[src/rtl/riscv_pkg.sv]
// Shared RV32 core types: ALU op encoding, register file geometry and the
// divider state encoding.
package riscv_pkg;

  localparam int unsigned XLEN           = 32;
  localparam int unsigned REG_ADDR_WIDTH = 5;

  typedef enum logic [4:0] {
    ALU_ADD    = 5'd0,
    ALU_SUB    = 5'd1,
    ALU_SLL    = 5'd2,
    ALU_SLT    = 5'd3,
    ALU_SLTU   = 5'd4,
    ALU_XOR    = 5'd5,
    ALU_SRL    = 5'd6,
    ALU_SRA    = 5'd7,
    ALU_OR     = 5'd8,
    ALU_AND    = 5'd9,
    ALU_LUI    = 5'd10,
    ALU_MUL    = 5'd11,
    ALU_MULH   = 5'd12,
    ALU_MULHSU = 5'd13,
    ALU_MULHU  = 5'd14,
    ALU_DIV    = 5'd15,
    ALU_DIVU   = 5'd16,
    ALU_REM    = 5'd17,
    ALU_REMU   = 5'd18
  } alu_op_e;

  typedef enum logic [1:0] {
    DIV_IDLE = 2'd0,
    DIV_CALC = 2'd1,
    DIV_DONE = 2'd2
  } div_state_e;

endpackage

[src/rtl/div_step.sv]
// One restoring-division iteration: shift in the next dividend bit, trial
// subtract, and shift the resulting quotient bit into the dividend's LSB.
module div_step #(
  parameter int unsigned XLEN = 32
) (
  input  logic [XLEN-1:0] i_rem,
  input  logic [XLEN-1:0] i_dvd,
  input  logic [XLEN-1:0] i_dvs,
  output logic [XLEN-1:0] o_rem,
  output logic [XLEN-1:0] o_dvd,
  output logic            o_qbit
);

  logic [XLEN:0] w_shift;
  logic          w_ge;

  // Partial remainder is one bit wider so the compare cannot wrap.
  always_comb begin
    w_shift = {i_rem, i_dvd[XLEN-1]};
    w_ge    = (w_shift >= {1'b0, i_dvs});
    o_qbit  = w_ge;
    o_rem   = w_ge ? XLEN'(w_shift - {1'b0, i_dvs}) : w_shift[XLEN-1:0];
    o_dvd   = {i_dvd[XLEN-2:0], w_ge};
  end

endmodule

[src/rtl/div_unit.sv]
// Iterative radix-2 divider for RV32M DIV/DIVU/REM/REMU; one quotient bit per
// cycle, special cases resolved at accept.
module div_unit
  import riscv_pkg::*;
#(
  parameter int unsigned XLEN = riscv_pkg::XLEN
) (
  input  logic                      clk,
  input  logic                      rst_n,
  input  logic                      start_i,
  input  alu_op_e                   op_i,
  input  logic [XLEN-1:0]           dividend_i,
  input  logic [XLEN-1:0]           divisor_i,
  input  logic [REG_ADDR_WIDTH-1:0] rd_addr_i,
  input  logic                      flush_i,
  output logic                      busy_o,
  output logic                      done_o,
  output logic [XLEN-1:0]           result_o,
  output logic [REG_ADDR_WIDTH-1:0] rd_addr_o
);

  localparam int unsigned CNT_W = $clog2(XLEN);
  localparam logic [XLEN-1:0] INT_MIN = {1'b1, {(XLEN-1){1'b0}}};

  div_state_e                r_state;
  alu_op_e                   r_op;
  logic [REG_ADDR_WIDTH-1:0] r_rd;
  logic                      r_q_neg;
  logic                      r_r_neg;
  logic [XLEN-1:0]           r_rem;
  logic [XLEN-1:0]           r_dvd;
  logic [XLEN-1:0]           r_dvs;
  logic [CNT_W-1:0]          r_cnt;
  logic                      r_busy;
  logic                      r_done;
  logic [XLEN-1:0]           r_result;
  logic [REG_ADDR_WIDTH-1:0] r_rd_out;

  logic            w_is_div;
  logic            w_in_signed;
  logic            w_in_rem;
  logic            w_accept;
  logic            w_div_zero;
  logic            w_ovf;
  logic            w_special;
  logic [XLEN-1:0] w_special_res;
  logic [XLEN-1:0] w_abs_a;
  logic [XLEN-1:0] w_abs_b;
  logic [XLEN-1:0] w_rem_nxt;
  logic [XLEN-1:0] w_dvd_nxt;
  logic            w_qbit;
  logic            w_r_signed;
  logic            w_r_rem;
  logic [XLEN-1:0] w_sel;
  logic            w_neg;
  logic [XLEN-1:0] w_final;

  div_step #(.XLEN(XLEN)) u_step (
    .i_rem  (r_rem),
    .i_dvd  (r_dvd),
    .i_dvs  (r_dvs),
    .o_rem  (w_rem_nxt),
    .o_dvd  (w_dvd_nxt),
    .o_qbit (w_qbit)
  );

  // Request decode, operand magnitudes and the accept-time special results.
  always_comb begin
    w_is_div    = op_i inside {ALU_DIV, ALU_DIVU, ALU_REM, ALU_REMU};
    w_in_signed = op_i inside {ALU_DIV, ALU_REM};
    w_in_rem    = op_i inside {ALU_REM, ALU_REMU};
    w_accept    = start_i && !flush_i && (r_state != DIV_CALC) && w_is_div;
    w_div_zero  = (divisor_i == '0);
    w_ovf       = w_in_signed && (dividend_i == INT_MIN) && (divisor_i == '1);
    w_special   = w_div_zero || w_ovf;
    w_abs_a     = (w_in_signed && dividend_i[XLEN-1]) ? (~dividend_i + XLEN'(1)) : dividend_i;
    w_abs_b     = (w_in_signed && divisor_i[XLEN-1])  ? (~divisor_i + XLEN'(1))  : divisor_i;
    if (w_div_zero) begin
      w_special_res = w_in_rem ? dividend_i : '1;
    end else begin
      w_special_res = w_in_rem ? '0 : INT_MIN;
    end
  end

  // Final result selection and sign fix-up, valid in the last CALC cycle.
  always_comb begin
    w_r_signed = r_op inside {ALU_DIV, ALU_REM};
    w_r_rem    = r_op inside {ALU_REM, ALU_REMU};
    w_sel      = w_r_rem ? w_rem_nxt : w_dvd_nxt;
    w_neg      = w_r_signed && (w_r_rem ? r_r_neg : r_q_neg);
    w_final    = w_neg ? (~w_sel + XLEN'(1)) : w_sel;
  end

  always_ff @(posedge clk or negedge rst_n) begin
    if (!rst_n) begin
      r_state  <= DIV_IDLE;
      r_op     <= ALU_ADD;
      r_rd     <= '0;
      r_q_neg  <= 1'b0;
      r_r_neg  <= 1'b0;
      r_rem    <= '0;
      r_dvd    <= '0;
      r_dvs    <= '0;
      r_cnt    <= '0;
      r_busy   <= 1'b0;
      r_done   <= 1'b0;
      r_result <= '0;
      r_rd_out <= '0;
    end else if (flush_i) begin
      r_state <= DIV_IDLE;
      r_busy  <= 1'b0;
      r_done  <= 1'b0;
    end else begin
      case (r_state)
        DIV_IDLE, DIV_DONE: begin
          r_done  <= 1'b0;
          r_state <= DIV_IDLE;
          if (w_accept) begin
            r_op    <= op_i;
            r_rd    <= rd_addr_i;
            r_q_neg <= w_in_signed && (dividend_i[XLEN-1] ^ divisor_i[XLEN-1]);
            r_r_neg <= w_in_signed && dividend_i[XLEN-1];
            r_rem   <= '0;
            r_dvd   <= w_abs_a;
            r_dvs   <= w_abs_b;
            r_cnt   <= CNT_W'(XLEN - 1);
            if (w_special) begin
              r_state  <= DIV_DONE;
              r_done   <= 1'b1;
              r_result <= w_special_res;
              r_rd_out <= rd_addr_i;
            end else begin
              r_state <= DIV_CALC;
              r_busy  <= 1'b1;
            end
          end
        end
        DIV_CALC: begin
          r_rem <= w_rem_nxt;
          r_dvd <= w_dvd_nxt;
          r_cnt <= r_cnt - CNT_W'(1);
          if (r_cnt == '0) begin
            r_state  <= DIV_DONE;
            r_busy   <= 1'b0;
            r_done   <= 1'b1;
            r_result <= w_final;
            r_rd_out <= r_rd;
          end
        end
        default: begin
          r_state <= DIV_IDLE;
          r_busy  <= 1'b0;
          r_done  <= 1'b0;
        end
      endcase
    end
  end

  assign busy_o    = r_busy;
  assign done_o    = r_done;
  assign result_o  = r_result;
  assign rd_addr_o = r_rd_out;

endmodule

[config.mk]
export PLATFORM = sky130hd
export DESIGN_NAME = div_unit
export DESIGN_NICKNAME = d
export VERILOG_FILES = /design/src/rtl/riscv_pkg.sv /design/src/rtl/div_step.sv /design/src/rtl/div_unit.sv
export SDC_FILE = /design/constraint.sdc
export NUM_CORES = 1
export LEC_CHECK = 0
export ABC_AREA = 1
export CORE_MARGIN = 5
export CORE_UTILIZATION = 30
export CTS_CLUSTER_SIZE = 10
export DETAILED_ROUTE_END_ITERATION = 10
export DONT_BUFFER_PORTS = 1
export PLACE_DENSITY = 0.4
export SYNTH_ARGS = -nofsm -noshare
export SYNTH_HDL_FRONTEND = slang
export SYNTH_SLANG_ARGS = --single-unit
[constraint.sdc]
create_clock -name clk -period 5.55 [get_ports clk]
set_input_delay 1.11 -clock clk [delete_from_list [all_inputs] [get_ports clk]]
set_output_delay 1.11 -clock clk [all_outputs]
set_load 0.01 [all_outputs]
## Word-level counts from Yosys, hierarchy flattened

Index checks and enable logic that the tools add are counted.

| word-level totals | value |
|---|---|
| bits in registers | 154 |
| bits in latches | 0 |
| RAM bits | 0 |
| bits in read-only memories | 0 |
| input bits | 78 |
| output and inout port bits | 39 |
| word-level logic and storage cells | 105 |
| memories | 0 |

| cells by class | value |
|---|---|
| $add $sub $neg | 5 |
| multiply operators | 0 |
| div/mod/pow operators | 0 |
| order comparisons | 1 |
| equality and inequality tests | 18 |
| shift operators | 0 |
| multiplexer cells | 38 |
| bitwise operators | 5 |
| reduce and logical (&&, ||, !) cells | 25 |

Operator list:

| operator | count |
|---|---|
| $mux 32 | 13 |
| $pmux 32 s2 | 3 |
| $add 32x1->32 const B | 3 |
| $not 32->32 | 3 |
| $eq 32x32->1 const B | 2 |
| $ge 33x32->1 | 1 |
| $logic_not 32->1 | 1 |
| $sub 32x32->32 | 1 |
| $eq 5x5->1 const B | 5 |
| $mux 5 | 4 |
| $pmux 5 s2 | 2 |
| $eq 5x4->1 const B | 2 |
| $reduce_bool 2->1 | 5 |
| $logic_and 1x1->1 | 9 |
| $mux 1 | 9 |
| $ne 3x3->1 const B | 3 |
| $reduce_and 3->1 | 3 |
| $mux 2 | 4 |
| $ne 2x2->1 const B | 3 |
| $logic_not 5->1 | 1 |
| $reduce_and 5->1 | 1 |
| $sub 5x1->5 const B | 1 |
| $pmux 1 s2 | 2 |
| $pmux 2 s2 | 1 |
| 10 further kinds | 10 |

## Logic depth before layout (Yosys ltp)

Gate-level depths: netlist of run 1.

| logic depth | value |
|---|---|
| depth after elaboration | 9 |
| depth in mapped cells | 29 |
| depth with buffers taken out | 28 |

## By module

From an unflattened synthesis of run 1, not the netlist that was laid out.

| second synthesis, totals | value |
|---|---|
| cells, all modules | 2210 |
| area total of the unflattened synthesis | 13743.2 um2 |

Modules (own cells, without submodules):

| module | instances | cells an instance | area each (um2) | seq. area each (um2) |
|---|---|---|---|---|
| div_unit | 1 | 1524 | 10282.4 | 3828.7 |
| div_step | 1 | 686 | 3460.8 | 0.0 |

## Worst setup path after synthesis of run 1

OpenSTA, ideal clock, no wires.

| path | value |
|---|---|
| kind | input to register |
| from | input port dividend_i[0] |
| to | register r_dvd[30] |
| setup time | 131 ps |
| data arrival time | 3083 ps |
| data required time | 5419 ps |
| slack | 2336 ps |
| stages | 16 |
| path buffers | 0 |
| path through | inv_1 -> ha_1 -> nand2_1 -> nor4_1 -> inv_1 -> nor3_1 -> inv_1 -> nor2_1 -> nand2_1 -> nor4_2 -> nand2_1 -> o21ai_1 -> o21ai_0 -> xor2_1 -> o21ai_1 -> o21ai_0 |

| on the way | value |
|---|---|
| longest elaborated chain between the ends | 5 |

RTL lines:

| what | line | text |
|---|---|---|
| start: declaration | div_unit.sv:12 | `input logic [XLEN-1:0] dividend_i,` |
| $not 32->32 | div_unit.sv:76 | `w_abs_a = (w_in_signed && dividend_i[XLEN-1]) ? (~dividend_i + XLEN'(1)) : dividend_i;` |
| $add 32x1->32 | div_unit.sv:76 |  |
| $mux 32 | div_unit.sv:76 |  |
| $mux 32 | div_unit.sv:118 | `if (w_accept) begin` |
| $pmux 32 s2 | div_unit.sv:114 | `case (r_state)` |
| end signal: assignment | div_unit.sv:124 | `r_dvd <= w_abs_a;` |
| end signal: assignment | div_unit.sv:140 | `r_dvd <= w_dvd_nxt;` |
| end: declaration | div_unit.sv:31 | `logic [XLEN-1:0] r_dvd;` |

Every way passes these cells. The select of a mux whose other input is x is not followed.
A chain may end at the register's enable or synchronous reset.

## Final worst setup path of run 1

| path | value |
|---|---|
| from | register r_rem[24] |
| to | register r_result[31], in the netlist result_o[31] |

| on the way | value |
|---|---|
| longest elaborated chain between the ends | 8 |
| elaborated cells between the ends (all ways) | 9 |
| those cells by class | add/sub (2); order compare (1); mux (5); bitwise (1) |

RTL lines:

| what | line | text |
|---|---|---|
| start: declaration | div_unit.sv:30 | `logic [XLEN-1:0] r_rem;` |
| start signal: assignment | div_unit.sv:139 | `r_rem <= w_rem_nxt;` |
| $sub 32x32->32 or $ge 33x32->1 (tied branches) | div_step.sv:22, div_step.sv:20 |  |
| $mux 32 | div_step.sv:22 | `o_rem = w_ge ? XLEN'(w_shift - {1'b0, i_dvs}) : w_shift[XLEN-1:0];` |
| $mux 32 (*) | div_unit.sv:89 | `w_sel = w_r_rem ? w_rem_nxt : w_dvd_nxt;` |
| $not 32->32 | div_unit.sv:91 | `w_final = w_neg ? (~w_sel + XLEN'(1)) : w_sel;` |
| $add 32x1->32 | div_unit.sv:91 |  |
| $mux 32 (*) | div_unit.sv:91 |  |
| $mux 32 (*) | div_unit.sv:142 | `if (r_cnt == '0) begin` |
| $pmux 32 s2 (*) | div_unit.sv:114 |  |
| end signal: assignment | div_unit.sv:130 | `r_result <= w_special_res;` |
| end signal: assignment | div_unit.sv:146 | `r_result <= w_final;` |
| end: declaration | div_unit.sv:36 | `logic [XLEN-1:0] r_result;` |

Mark *: on every way between the ends. The rest lies on a longest branch, timed or not. The select of a mux whose other input is x is not followed.

==> metrics.txt, run 1 <==
# TYPE chip_impl_metric gauge
chip_impl_info{name="status",value="finished clean"} 1
chip_impl_metric{name="crit_path_time_final",unit="ps"} 4470
chip_impl_metric{name="post_synth.cell_area_avg",unit="µm²"} 6.47
chip_impl_info{name="leading_area_contributor_after_synthesis",value="sky130_fd_sc_hd__dfrtp_1"} 1
chip_impl_metric{name="timing_hold_violations_final",unit=""} 0
chip_impl_info{name="dr.max_layer_used",value="met4"} 1
chip_impl_info{name="grt_setup_unrepaired",value="false"} 1
chip_impl_metric{name="timing.final.crit_share",unit="%"} 80.6
chip_impl_metric{name="insertedDiodeCount",unit=""} 0
chip_impl_metric{name="initial_antenna_violation_count",unit=""} 0
chip_impl_metric{name="core_area",unit="µm²"} 41700
chip_impl_metric{name="hpwlAfterDp",unit="µm"} 36700
chip_impl_metric{name="dieWidth",unit="µm"} 215
chip_impl_metric{name="gp_congestion",unit=""} 0.862
chip_impl_metric{name="pin_count",unit=""} 117
chip_impl_metric{name="post-synth-top-area-fraction",unit="%"} 30.5
chip_impl_metric{name="die-area",unit="µm²"} 46000
chip_impl_metric{name="synth-edff-count",unit=""} 0
chip_impl_metric{name="power.leakage",unit="nW"} 6.86
chip_impl_metric{name="proportion_of_layout_cells_with_a_drive_suffix_above_1",unit="%"} 6.86
chip_impl_metric{name="drc_violations_left",unit=""} 0
chip_impl_metric{name="clk_pin_slew",unit="ps"} 70
chip_impl_metric{name="detailroute.wirelength.met2",unit="µm"} 22800
chip_impl_info{name="worst_path_most_repeated_cell",value="sky130_fd_sc_hd__nand2_1"} 1
chip_impl_metric{name="layout.cell_area.non_filler",unit="µm²"} 13700
chip_impl_metric{name="post_synthesis_xor_xnor_area_fraction",unit="%"} 4.68
chip_impl_metric{name="layout.area.seq",unit="µm²"} 3830
chip_impl_info{name="cts_tree",value="built"} 1
chip_impl_metric{name="grt_util_all_layers",unit="%"} 20.6
chip_impl_metric{name="cts.sinks",unit=""} 153
chip_impl_metric{name="synthesis.area",unit="µm²"} 12600
chip_impl_metric{name="die_h",unit="µm"} 215
chip_impl_metric{name="start_util",unit="%"} 30.1
chip_impl_metric{name="cts_repair_resize_count",unit=""} 0
chip_impl_metric{name="netlist-cell-type-count",unit=""} 55
chip_impl_metric{name="synth-async-reset-ratio",unit="%"} 100
chip_impl_metric{name="worst_reg_to_reg_setup_slack",unit="ps"} 1080
chip_impl_metric{name="post_synth_fa_ha_maj_area_fraction",unit="%"} 3.95
chip_impl_info{name="ys_dominant_reg_cell",value="sky130_fd_sc_hd__dfrtp_1"} 1
chip_impl_metric{name="fmaxAchievable",unit="GHz"} 0.224
chip_impl_metric{name="reg2reg_depth",unit=""} 21
chip_impl_metric{name="vdd_drop_max",unit="µV"} 257
chip_impl_metric{name="synth_compound_gate_area_share",unit="%"} 15.8
chip_impl_metric{name="slew-limit-headroom",unit="%"} 36.3
chip_impl_metric{name="cp_slowest_stage_delay",unit="ps"} 490
chip_impl_metric{name="worst-path-max-fanout",unit=""} 39
chip_impl_info{name="path_cells",value="ha_1 -> nand2_1 -> inv_1 -> nand2_1 -> nor3_1 -> nand2_1 -> nor2_2 -> nor2_4 -> nand2_4 -> inv_2 -> nand2_1 -> nand3_1 -> nand2_1 -> nand2_1 -> nor2_1 -> nand2_1 -> nor2_1 -> nand2_1 -> nand3_1 -> nand3_1 -> a21oi_1"} 1
chip_impl_metric{name="max_slew_violation_total_from_the_final_report",unit=""} 0
chip_impl_metric{name="cp_data_required_time",unit="ps"} 5960
chip_impl_metric{name="number_of_register_bits_inferred_by_synthesis",unit=""} 153
chip_impl_metric{name="wirelength_met1",unit="µm"} 22300
chip_impl_metric{name="worst_slew_pin_slew",unit="ps"} 946
chip_impl_metric{name="postSynthNetCount",unit=""} 2058
chip_impl_metric{name="routed-via-count",unit=""} 12400
chip_impl_metric{name="cp_num_buf_inv",unit=""} 2
chip_impl_metric{name="grt_start_max_net_pins",unit=""} 154
chip_impl_metric{name="post_cts_buffers",unit=""} 0
chip_impl_info{name="cts_root_buffer",value="sky130_fd_sc_hd__clkbuf_16"} 1
chip_impl_metric{name="placementRows",unit=""} 75
chip_impl_info{name="crit_path_start_kind",value="register"} 1
chip_impl_info{name="category_of_cells_accounting_for_the_largest_share_of_critical_path_delay",value="simple AND/OR/NAND/NOR gates"} 1
chip_impl_info{name="final_common_cell",value="sky130_fd_sc_hd__nand2_1"} 1
chip_impl_info{name="synthTopCellsByArea",value="sky130_fd_sc_hd__dfrtp_1, sky130_fd_sc_hd__nand2_1, sky130_fd_sc_hd__inv_1, sky130_fd_sc_hd__nor2_1, sky130_fd_sc_hd__o21ai_0"} 1
chip_impl_metric{name="cell_pwr_density",unit="nW/µm²"} 491
chip_impl_metric{name="clock_insertion_delay_worst_skew",unit="ps"} 490
chip_impl_metric{name="nets",unit=""} 2028
chip_impl_metric{name="share_of_synthesized_area_occupied_by_flip_flops_and_latches",unit="%"} 30.5
chip_impl_metric{name="arrival_worst_endpoint",unit="ps"} 4890
chip_impl_metric{name="drt.antenna.violating_nets",unit=""} 0
chip_impl_info{name="critical_path.reg2reg.startpoint",value="r_rem[24]"} 1
chip_impl_info{name="crit_slowest_cell",value="sky130_fd_sc_hd__nand2_4"} 1
chip_impl_metric{name="htree_num_levels",unit=""} 4
chip_impl_metric{name="detail_route.vias_per_cell",unit=""} 5.04
chip_impl_info{name="timing.hold.worst.class",value="in -> async"} 1
chip_impl_metric{name="clock_tree.buffer_depth",unit=""} 2
chip_impl_metric{name="dr_wl_met3",unit="µm"} 1880
chip_impl_metric{name="drtIter0Drc",unit=""} 852
chip_impl_metric{name="fin_hold_ws",unit="ps"} 321
chip_impl_metric{name="grt_first_pass_wirelength",unit="µm"} 73100
chip_impl_metric{name="timing.setup.tns",unit="ps"} 0
chip_impl_metric{name="placement.setup.worst_slack",unit="ps"} 778
chip_impl_metric{name="synth-warning-count",unit=""} 0
chip_impl_metric{name="port_buffers",unit=""} 0
chip_impl_metric{name="post_synthesis_mux_area_share",unit="%"} 0
chip_impl_metric{name="first_pass_iters",unit=""} 5
chip_impl_metric{name="area_delta_synth_final",unit="%"} 8.75
chip_impl_metric{name="timing.final.setup_violations",unit=""} 0
chip_impl_info{name="commonest_cells_after_routing_fill_and_taps_aside",value="sky130_fd_sc_hd__nand2_1, sky130_fd_sc_hd__inv_1, sky130_fd_sc_hd__nor2_1"} 1
chip_impl_metric{name="postRouteWirelength",unit="µm"} 47800
chip_impl_metric{name="worst_setup_margin",unit="ps"} 1080
chip_impl_metric{name="final.fill_count",unit=""} 4736
chip_impl_metric{name="postSynthCellCount",unit=""} 1941
chip_impl_metric{name="grt_overflow_total",unit=""} 0
chip_impl_info{name="setup.worst_path.class",value="reg -> reg"} 1
chip_impl_info{name="synth_top_family_by_area",value="simple AND/OR/NAND/NOR gates"} 1
chip_impl_metric{name="cts_inserted_buffers",unit=""} 17
chip_impl_metric{name="first_global_vias",unit=""} 12000
chip_impl_metric{name="finalClockSkew",unit="ps"} 12.5
chip_impl_metric{name="timing.max_cap.violations",unit=""} 0
chip_impl_metric{name="multi_input_area",unit="µm²"} 7500
chip_impl_metric{name="dpl-instance-area",unit="µm²"} 13100
chip_impl_metric{name="wl_per_cell",unit="µm"} 19.4
chip_impl_info{name="timing.critical_path.from",value="r_rem[24]"} 1
chip_impl_metric{name="post_cts_hold_buffer_count",unit=""} 0
chip_impl_metric{name="synth_simple_gate_area_share",unit="%"} 35.3
chip_impl_info{name="crit_path_end_kind",value="register"} 1
chip_impl_metric{name="timing.critical_path.depth",unit=""} 21
kinds of logic after synthesis:
kind of cell             after synthesis
AO/OA/AOI/OAI                        348
flip-flops                           153
adder cells (fa/ha/maj)               39
AND/OR/NAND/NOR                     1024
buffers and inverters                310
XOR/XNOR                              67
worst reg2reg max path, cell delays in order, from the launching register on:
cell and delay (ps):
sky130_fd_sc_hd__dfrtp_1 430, sky130_fd_sc_hd__ha_1 430, sky130_fd_sc_hd__nand2_1 130, sky130_fd_sc_hd__inv_1 70, sky130_fd_sc_hd__nand2_1 150, sky130_fd_sc_hd__nor3_1 470
sky130_fd_sc_hd__nand2_1 140, sky130_fd_sc_hd__nor2_2 140, sky130_fd_sc_hd__nor2_4 120, sky130_fd_sc_hd__nand2_4 490, sky130_fd_sc_hd__inv_2 300, sky130_fd_sc_hd__nand2_1 150
sky130_fd_sc_hd__nand3_1 150, sky130_fd_sc_hd__nand2_1 200, sky130_fd_sc_hd__nand2_1 100, sky130_fd_sc_hd__nor2_1 200, sky130_fd_sc_hd__nand2_1 80, sky130_fd_sc_hd__nor2_1 80
sky130_fd_sc_hd__nand2_1 70, sky130_fd_sc_hd__nand3_1 80, sky130_fd_sc_hd__nand3_1 210, sky130_fd_sc_hd__a21oi_1 210
sequential cells by signal, summed over array words and instances, names as in the netlist, 2 cells and up:
| name | flops |
|---|---|
| r_op | 5 |
| r_dvd | 32 |
| r_rd | 5 |
| result_o | 32 |
| rd_addr_o | 5 |
| r_cnt | 5 |
| r_state | 2 |
| r_dvs | 32 |
| r_rem | 32 |
final timing paths:
check,to
worst max-delay path,result_o[31]
worst min-delay path,r_dvs[25]
worst max register to register,result_o[31]
worst min register to register,r_rd[2]
max in group asynchronous,r_dvd[4]
min in group clk,r_rd[2]
per-layer routing:
metal | GRT usage (%) | up-vias
met1 | 27.9 | 5867
li1 | - | 6247
met3 | 3.16 | 45
met5 | 0 | -
met4 | 5.67 | 0
met2 | 34.2 | 247
power breakdown:
group / total [W] / switching [W] / internal [W]
Clock: 0.00127 / 0.000555 / 0.000711
Combinational: 0.00374 / 0.00257 / 0.00117
Sequential: 0.00170 / 0.000272 / 0.00142
Total: 0.00670 / 0.00340 / 0.00330
synth_stat cells, types with 2 or more instances:
master / number
sky130_fd_sc_hd__and2_1: 3
sky130_fd_sc_hd__o21bai_1: 9
sky130_fd_sc_hd__buf_4: 3
sky130_fd_sc_hd__ha_1: 38
sky130_fd_sc_hd__o22ai_1: 6
sky130_fd_sc_hd__dfrtp_1: 153
sky130_fd_sc_hd__nand3b_1: 8
sky130_fd_sc_hd__nor2_1: 226
sky130_fd_sc_hd__a31oi_1: 18
sky130_fd_sc_hd__nor4_1: 8
sky130_fd_sc_hd__nor2_4: 2
sky130_fd_sc_hd__nand2_1: 526
sky130_fd_sc_hd__a21oi_1: 105
sky130_fd_sc_hd__xnor2_1: 18
sky130_fd_sc_hd__inv_1: 230
sky130_fd_sc_hd__o21ai_1: 7
sky130_fd_sc_hd__buf_2: 8
sky130_fd_sc_hd__xor2_1: 49
sky130_fd_sc_hd__nand4_1: 28
sky130_fd_sc_hd__o211ai_1: 8
sky130_fd_sc_hd__nor2_2: 13
sky130_fd_sc_hd__nand3_1: 138
sky130_fd_sc_hd__a31o_2: 2
sky130_fd_sc_hd__nand2_2: 22
sky130_fd_sc_hd__buf_6: 2
sky130_fd_sc_hd__a32o_1: 2
sky130_fd_sc_hd__nor3_1: 27
sky130_fd_sc_hd__inv_2: 12
sky130_fd_sc_hd__o21ai_0: 146
sky130_fd_sc_hd__buf_1: 6
sky130_fd_sc_hd__and3_1: 2
sky130_fd_sc_hd__or2_2: 2
sky130_fd_sc_hd__a21oi_2: 4
sky130_fd_sc_hd__nand3_2: 10
sky130_fd_sc_hd__a22o_1: 5
sky130_fd_sc_hd__a21o_1: 15
sky130_fd_sc_hd__o221ai_1: 4
sky130_fd_sc_hd__o21ai_2: 6
sky130_fd_sc_hd__clkbuf_1: 46
sky130_fd_sc_hd__a22oi_1: 2
sky130_fd_sc_hd__buf_12: 2
sky130_fd_sc_hd__o31ai_1: 3
sky130_fd_sc_hd__nand2_4: 5
area by class of cell:
class	instances	area share, %
clock buffer	19	3.17
tap	539	4.94
inverter	243	6.68
clock inverter	13	1.22
timing repair buffer	18	0.990
sequential	153	28.0
multi-input combinational	1478	54.9
metrics by stage:
stage	util [%]	std cells	total power, W
after floorplan	-	1941	0.00450
after global routing	32.8	2463	0.00730
after global placement	31.3	2431	0.00545
after detailed placement	31.3	2431	0.00544
after CTS	32.8	2463	0.00676
final	32.8	2463	0.00670
(Power assumes the default switching activity.)
==> inputs of run 2 (changes only) <==
==> constraint.sdc (replaced) <==
create_clock -name clk -period 4.2 [get_ports clk]
set_input_delay 0.84 -clock clk [delete_from_list [all_inputs] [get_ports clk]]
set_output_delay 0.84 -clock clk [all_outputs]
set_load 0.01 [all_outputs]
==> run 2 against run 1 <==
  * Clock-buffer cell count is 2 higher
  * Register-to-register slack worse by 680 ps
  * First-iteration DRC count is 0.94% lower
  * Combinational power is 37% higher
  * Via count is 0.74% higher
  * Global-route usage is 0.90 points higher
  * Maximum frequency is 18% higher
  * Critical path depth stayed put
  * Core utilization is 0.36 points higher
  * Largest power group unchanged
==> metrics.txt, run 2 (same netlist as run 1, synthesis figures left out) <==
# TYPE chip_impl_metric gauge
chip_impl_metric{name="initial_antenna_violation_count",unit=""} 1
chip_impl_metric{name="timing.critical_path.depth",unit=""} 21
chip_impl_metric{name="htree_num_levels",unit=""} 4
chip_impl_metric{name="slew-limit-headroom",unit="%"} 44.6
chip_impl_info{name="cts_tree",value="built"} 1
chip_impl_metric{name="gp_congestion",unit=""} 0.929
chip_impl_metric{name="clk_pin_slew",unit="ps"} 70
chip_impl_info{name="dr.max_layer_used",value="met4"} 1
chip_impl_metric{name="cts_repair_resize_count",unit=""} 0
chip_impl_metric{name="first_global_vias",unit=""} 12300
chip_impl_metric{name="placementRows",unit=""} 75
chip_impl_metric{name="layout.area.seq",unit="µm²"} 3830
chip_impl_metric{name="timing.setup.tns",unit="ps"} 0
chip_impl_info{name="path_cells",value="ha_1 -> nand2_1 -> nand2_1 -> a21oi_2 -> nand3_2 -> nand2_2 -> nand2_2 -> nand2_4 -> nand2_4 -> buf_4 -> nand3_1 -> nand3_1 -> nand2_1 -> nand2_1 -> nor2_1 -> nand2_1 -> nor2_1 -> nand2_1 -> nand3b_1 -> nand3_1 -> a21oi_1"} 1
chip_impl_metric{name="hpwlAfterDp",unit="µm"} 38400
chip_impl_metric{name="core_area",unit="µm²"} 41700
chip_impl_metric{name="pin_count",unit=""} 117
chip_impl_metric{name="area_delta_synth_final",unit="%"} 9.95
chip_impl_metric{name="worst-path-max-fanout",unit=""} 17
chip_impl_metric{name="nets",unit=""} 2047
chip_impl_metric{name="cell_pwr_density",unit="nW/µm²"} 650
chip_impl_info{name="commonest_cells_after_routing_fill_and_taps_aside",value="sky130_fd_sc_hd__nand2_1, sky130_fd_sc_hd__inv_1, sky130_fd_sc_hd__nor2_1"} 1
chip_impl_info{name="setup.worst_path.class",value="reg -> reg"} 1
chip_impl_metric{name="cp_data_required_time",unit="ps"} 4620
chip_impl_metric{name="reg2reg_depth",unit=""} 21
chip_impl_info{name="status",value="finished clean"} 1
chip_impl_metric{name="clock_tree.buffer_depth",unit=""} 2
chip_impl_metric{name="timing.final.setup_violations",unit=""} 0
chip_impl_info{name="category_of_cells_accounting_for_the_largest_share_of_critical_path_delay",value="simple AND/OR/NAND/NOR gates"} 1
chip_impl_metric{name="cp_slowest_stage_delay",unit="ps"} 440
chip_impl_metric{name="instances_no_fill",unit=""} 2482
chip_impl_info{name="grt_setup_unrepaired",value="false"} 1
chip_impl_metric{name="first_pass_iters",unit=""} 6
chip_impl_metric{name="multi_input_area",unit="µm²"} 7500
chip_impl_metric{name="start_util",unit="%"} 30.1
chip_impl_metric{name="cp_num_buf_inv",unit=""} 1
chip_impl_metric{name="drc_violations_left",unit=""} 0
chip_impl_metric{name="cts.sinks",unit=""} 153
chip_impl_metric{name="die_h",unit="µm"} 215
chip_impl_metric{name="postRouteWirelength",unit="µm"} 49600
chip_impl_info{name="crit_path_start_kind",value="register"} 1
chip_impl_metric{name="grt_util_all_layers",unit="%"} 21.5
chip_impl_metric{name="power.leakage",unit="nW"} 6.95
chip_impl_metric{name="fmaxAchievable",unit="GHz"} 0.263
chip_impl_metric{name="final.fill_count",unit=""} 4690
chip_impl_metric{name="detailroute.wirelength.met2",unit="µm"} 23800
chip_impl_metric{name="worst_slew_pin_slew",unit="ps"} 830
chip_impl_metric{name="clock_insertion_delay_worst_skew",unit="ps"} 490
chip_impl_metric{name="proportion_of_layout_cells_with_a_drive_suffix_above_1",unit="%"} 7.82
chip_impl_metric{name="arrival_worst_endpoint",unit="ps"} 4220
chip_impl_info{name="crit_slowest_cell",value="sky130_fd_sc_hd__dfrtp_1"} 1
chip_impl_metric{name="wirelength_met1",unit="µm"} 23100
chip_impl_metric{name="dieWidth",unit="µm"} 215
chip_impl_info{name="worst_setup_path_endpoint",value="result_o[27]"} 1
chip_impl_metric{name="drt.antenna.violating_nets",unit=""} 0
chip_impl_metric{name="cts_inserted_buffers",unit=""} 17
chip_impl_metric{name="timing.final.crit_share",unit="%"} 90.4
chip_impl_info{name="timing.critical_path.from",value="r_rem[5]"} 1
chip_impl_metric{name="dp_cells",unit=""} 2450
chip_impl_info{name="cts_root_buffer",value="sky130_fd_sc_hd__clkbuf_16"} 1
chip_impl_metric{name="timing_hold_violations_final",unit=""} 0
chip_impl_metric{name="detail_route.vias_per_cell",unit=""} 5.04
chip_impl_metric{name="routed-via-count",unit=""} 12500
chip_impl_metric{name="port_buffers",unit=""} 0
chip_impl_metric{name="post_cts_hold_buffer_count",unit=""} 0
chip_impl_metric{name="grt_overflow_total",unit=""} 0
chip_impl_metric{name="insertedDiodeCount",unit=""} 0
chip_impl_metric{name="grt_first_pass_wirelength",unit="µm"} 75500
chip_impl_info{name="r2r-end",value="result_o[27]"} 1
chip_impl_metric{name="dr_wl_met3",unit="µm"} 2000
chip_impl_metric{name="post_cts_buffers",unit=""} 0
chip_impl_metric{name="vdd_drop_max",unit="µV"} 298
chip_impl_info{name="critical_path.reg2reg.startpoint",value="r_rem[5]"} 1
chip_impl_metric{name="drtIter0Drc",unit=""} 844
chip_impl_metric{name="wl_per_cell",unit="µm"} 20.0
chip_impl_info{name="final_common_cell",value="sky130_fd_sc_hd__nand2_1"} 1
chip_impl_info{name="timing.hold.worst.class",value="in -> async"} 1
chip_impl_info{name="worst_path_most_repeated_cell",value="sky130_fd_sc_hd__nand2_1"} 1
chip_impl_metric{name="die-area",unit="µm²"} 46000
chip_impl_metric{name="timing.max_cap.violations",unit=""} 0
chip_impl_metric{name="finalClockSkew",unit="ps"} 11.0
chip_impl_metric{name="grt_start_max_net_pins",unit=""} 154
chip_impl_metric{name="worst_reg_to_reg_setup_slack",unit="ps"} 400
chip_impl_metric{name="crit_path_time_final",unit="ps"} 3800
chip_impl_metric{name="max_slew_violation_total_from_the_final_report",unit=""} 0
chip_impl_info{name="crit_path_end_kind",value="register"} 1
[run 2: layout make-up]
class,instances,share of cell area (%)
Inverter,243,6.61
Sequential cell,153,27.7
Multi-Input combinational cell,1478,54.4
Clock inverter,11,0.807
Clock buffer,21,3.41
Tap cell,539,4.89
Timing Repair Buffer,37,2.19
[run 2: how the worst min path moves through the flow]
stage	startpoint	endpoint	slack, ps	cells after the start
floorplan	r_rd[0]	r_rd[0]	440	2
global placement	r_rd[2]	r_rd[2]	460	2
detailed placement	r_rd[2]	r_rd[2]	460	2
CTS	rst_n	r_dvs[1]	20	0
global route	rst_n	r_dvs[27]	20	0
finish	rst_n	r_dvs[25]	50	0
[run 2: per-layer routing]
layer	vias to the layer above	track usage (%)
met4	0	5.28
met5	-	0
met3	36	3.91
met2	243	36.3
met1	5941	28.5
li1	6278	-
[run 2: power breakdown]
group          leakage, nW  switching (W)  total [W]  internal [W]
clock network        0.281       0.000734    0.00160      0.000869
registers             1.92       0.000347    0.00223       0.00188
logic                 4.75        0.00350    0.00514       0.00165
[run 2: metrics by stage]
stage	util [%]	cell area (µm²)	power (W)	hold slack, ps	setup WS, ps
6_report	33.1	13800	0.00897	51.5	402
4_1_cts	33.1	13800	0.00904	17.6	373
2_1_floorplan	-	12600	0.00594	442	1220
3_5_place_dp	31.7	13200	0.00738	459	363
3_3_place_gp	31.7	13200	0.00742	456	368
5_1_grt	33.1	13800	0.00981	22.3	40.1
==> inputs of run 3 (changes only) <==
--- a/config.mk
+++ b/config.mk
@@ -7,11 +7,11 @@
 export LEC_CHECK = 0
 export ABC_AREA = 1
 export CORE_MARGIN = 5
-export CORE_UTILIZATION = 30
+export CORE_UTILIZATION = 45
 export CTS_CLUSTER_SIZE = 10
 export DETAILED_ROUTE_END_ITERATION = 10
 export DONT_BUFFER_PORTS = 1
-export PLACE_DENSITY = 0.4
+export PLACE_DENSITY = 0.56
 export SYNTH_ARGS = -nofsm -noshare
 export SYNTH_HDL_FRONTEND = slang
 export SYNTH_SLANG_ARGS = --single-unit
==> run 3 against run 2 <==
  * Sequential cell count did not move
  * Routed wire length shrank 14%
  * Clock power increased by 6%
  * Largest power group unchanged
  * Critical endpoint is now result_o[29]
  * Maximum frequency decreased by 1.5%
  * Core utilization up 16 points
  * Sequential power hardly changed
  * Critical path type unchanged
  * Cell count shrank 6.7%
==> metrics.txt, run 3 (same netlist as run 1, synthesis figures left out) <==
# TYPE chip_impl_metric gauge
chip_impl_metric{name="dieWidth",unit="µm"} 177
chip_impl_metric{name="post_cts_hold_buffer_count",unit=""} 0
chip_impl_info{name="setup.worst_path.class",value="reg -> reg"} 1
chip_impl_metric{name="die-area",unit="µm²"} 31300
chip_impl_metric{name="proportion_of_layout_cells_with_a_drive_suffix_above_1",unit="%"} 7.69
chip_impl_metric{name="cell_pwr_density",unit="nW/µm²"} 662
chip_impl_info{name="crit_path_start_kind",value="register"} 1
chip_impl_metric{name="first_global_vias",unit=""} 12100
chip_impl_metric{name="worst_setup_margin",unit="ps"} 344
chip_impl_metric{name="hpwlAfterDp",unit="µm"} 33100
chip_impl_metric{name="start_util",unit="%"} 45.4
chip_impl_metric{name="grt_util_all_layers",unit="%"} 27.3
chip_impl_metric{name="layout.area.seq",unit="µm²"} 3830
chip_impl_metric{name="grt_first_pass_wirelength",unit="µm"} 66600
chip_impl_metric{name="first_pass_iters",unit=""} 6
chip_impl_info{name="status",value="finished clean"} 1
chip_impl_metric{name="pin_count",unit=""} 117
chip_impl_metric{name="multi_input_area",unit="µm²"} 7500
chip_impl_metric{name="timing.setup.tns",unit="ps"} 0
chip_impl_metric{name="timing.final.crit_share",unit="%"} 91.8
chip_impl_metric{name="wirelength_met1",unit="µm"} 18900
chip_impl_metric{name="clock_tree.buffer_depth",unit=""} 2
chip_impl_metric{name="clock_insertion_delay_worst_skew",unit="ps"} 440
chip_impl_metric{name="arrival_worst_endpoint",unit="ps"} 4190
chip_impl_metric{name="drt.antenna.violating_nets",unit=""} 0
chip_impl_metric{name="finalClockSkew",unit="ps"} 13.2
chip_impl_metric{name="placementRows",unit=""} 61
chip_impl_metric{name="cts_inserted_buffers",unit=""} 17
chip_impl_metric{name="cp_slowest_stage_delay",unit="ps"} 460
chip_impl_metric{name="area_delta_synth_final",unit="%"} 8.32
chip_impl_metric{name="detailroute.wirelength.met2",unit="µm"} 19800
chip_impl_metric{name="port_buffers",unit=""} 0
chip_impl_info{name="cts_root_buffer",value="sky130_fd_sc_hd__clkbuf_16"} 1
chip_impl_metric{name="final.fill_count",unit=""} 2929
chip_impl_metric{name="grt_overflow_total",unit=""} 0
chip_impl_info{name="timing.hold.worst.class",value="in -> async"} 1
chip_impl_metric{name="wl_per_cell",unit="µm"} 18.4
chip_impl_metric{name="insertedDiodeCount",unit=""} 0
chip_impl_metric{name="grt_start_max_net_pins",unit=""} 154
chip_impl_metric{name="dr_wl_met3",unit="µm"} 2710
chip_impl_metric{name="drtIter0Drc",unit=""} 1126
chip_impl_info{name="dr.max_layer_used",value="met4"} 1
chip_impl_metric{name="crit_path_time_final",unit="ps"} 3860
chip_impl_metric{name="die_h",unit="µm"} 177
chip_impl_info{name="worst_path_most_repeated_cell",value="sky130_fd_sc_hd__nand2_1"} 1
chip_impl_info{name="crit_slowest_cell",value="sky130_fd_sc_hd__dfrtp_1"} 1
chip_impl_metric{name="timing.final.setup_violations",unit=""} 0
chip_impl_metric{name="timing_hold_violations_final",unit=""} 0
chip_impl_metric{name="max_slew_violation_total_from_the_final_report",unit=""} 0
chip_impl_info{name="commonest_cells_after_routing_fill_and_taps_aside",value="sky130_fd_sc_hd__nand2_1, sky130_fd_sc_hd__inv_1, sky130_fd_sc_hd__nor2_1"} 1
chip_impl_metric{name="nets",unit=""} 2042
chip_impl_metric{name="initial_antenna_violation_count",unit=""} 1
chip_impl_info{name="crit_path_end_kind",value="register"} 1
chip_impl_info{name="category_of_cells_accounting_for_the_largest_share_of_critical_path_delay",value="simple AND/OR/NAND/NOR gates"} 1
chip_impl_info{name="path_cells",value="ha_1 -> nand2_1 -> nand2_1 -> a21oi_2 -> nand2_1 -> nand2_1 -> nand2_1 -> nor2_4 -> nand2_4 -> buf_4 -> nand2_1 -> nand3_1 -> nand2_1 -> nand2_1 -> nor2_1 -> inv_1 -> nor2_1 -> nand3_1 -> nand2_1 -> nand2_1 -> nand2_1 -> nand3_1 -> nand2_1 -> nand2_1"} 1
chip_impl_metric{name="htree_num_levels",unit=""} 4
chip_impl_metric{name="cp_num_buf_inv",unit=""} 2
chip_impl_metric{name="gp_congestion",unit=""} 0.957
chip_impl_metric{name="clk_pin_slew",unit="ps"} 80
chip_impl_metric{name="placement.setup.worst_slack",unit="ps"} 327
chip_impl_metric{name="vdd_drop_max",unit="µV"} 296
chip_impl_info{name="final_common_cell",value="sky130_fd_sc_hd__nand2_1"} 1
chip_impl_metric{name="routed-via-count",unit=""} 12600
chip_impl_info{name="grt_setup_unrepaired",value="false"} 1
chip_impl_metric{name="fmaxAchievable",unit="GHz"} 0.259
chip_impl_info{name="cts_tree",value="built"} 1
chip_impl_metric{name="cts.sinks",unit=""} 153
chip_impl_metric{name="core_area",unit="µm²"} 27600
chip_impl_metric{name="power.leakage",unit="nW"} 6.95
chip_impl_metric{name="drc_violations_left",unit=""} 0
chip_impl_metric{name="postRouteWirelength",unit="µm"} 42600
chip_impl_metric{name="slew-limit-headroom",unit="%"} 45.8
chip_impl_metric{name="worst-path-max-fanout",unit=""} 18
chip_impl_metric{name="worst_slew_pin_slew",unit="ps"} 811
chip_impl_metric{name="cp_data_required_time",unit="ps"} 4530
chip_impl_metric{name="detail_route.vias_per_cell",unit=""} 5.42
chip_impl_metric{name="timing.max_cap.violations",unit=""} 0
## run 3: path summary, 6_finish.rpt
check	slack, ps	end	start	cells after the start
worst min register to register	480	r_rd[1]	r_rd[1]	2
worst min-delay path	90	r_rem[21]	rst_n	0
max in group asynchronous	3600	r_dvd[16]	rst_n	0
worst max-delay path	340	result_o[29]	r_rem[21]	24
worst max register to register	340	result_o[29]	r_rem[21]	24
min in group clk	480	r_rd[1]	r_rd[1]	2
## run 3: layout make-up
type	instances	share of cell area [%]
clock buffers	17	3.13
clock inverters	15	1.48
inverters	243	6.71
multi-input cells	1478	55.2
flip-flops and latches	153	28.2
well taps	378	3.48
repair buffers	32	1.86
## run 3: through the flow
stage	cells	utilization, %	total power (W)	area (µm²)	hold WS, ps
6_report	2316	49.2	0.00900	13600	85.3
5_1_grt	2316	49.2	0.00977	13600	71.4
4_1_cts	2309	49.0	0.00890	13500	79.8
3_5_place_dp	2277	46.7	0.00717	12900	459
3_3_place_gp	2277	46.7	0.00716	12900	457
2_1_floorplan	1941	-	0.00594	12600	442
## run 3: power by group
part / internal [W] / total [W] / switching (W)
logic: 0.00165 / 0.00507 / 0.00342
clock network: 0.000963 / 0.00170 / 0.000737
registers: 0.00188 / 0.00223 / 0.000355
total: 0.00449 / 0.00900 / 0.00451
## run 3: repair_timing
item                                    CTS  global route
setup buffers                             0             7
resized for setup                         0             1
endpoints found under the setup margin    0            13
hold endpoints to repair                  0             0
## run 3: routing by layer
| metal | up-vias | global-route usage [%] |
|---|---|---|
| met2 | 375 | 44.6 |
| met4 | 0 | 8.12 |
| met1 | 5865 | 37.0 |
| met3 | 60 | 5.11 |
| met5 | - | 0 |
| li1 | 6255 | - |
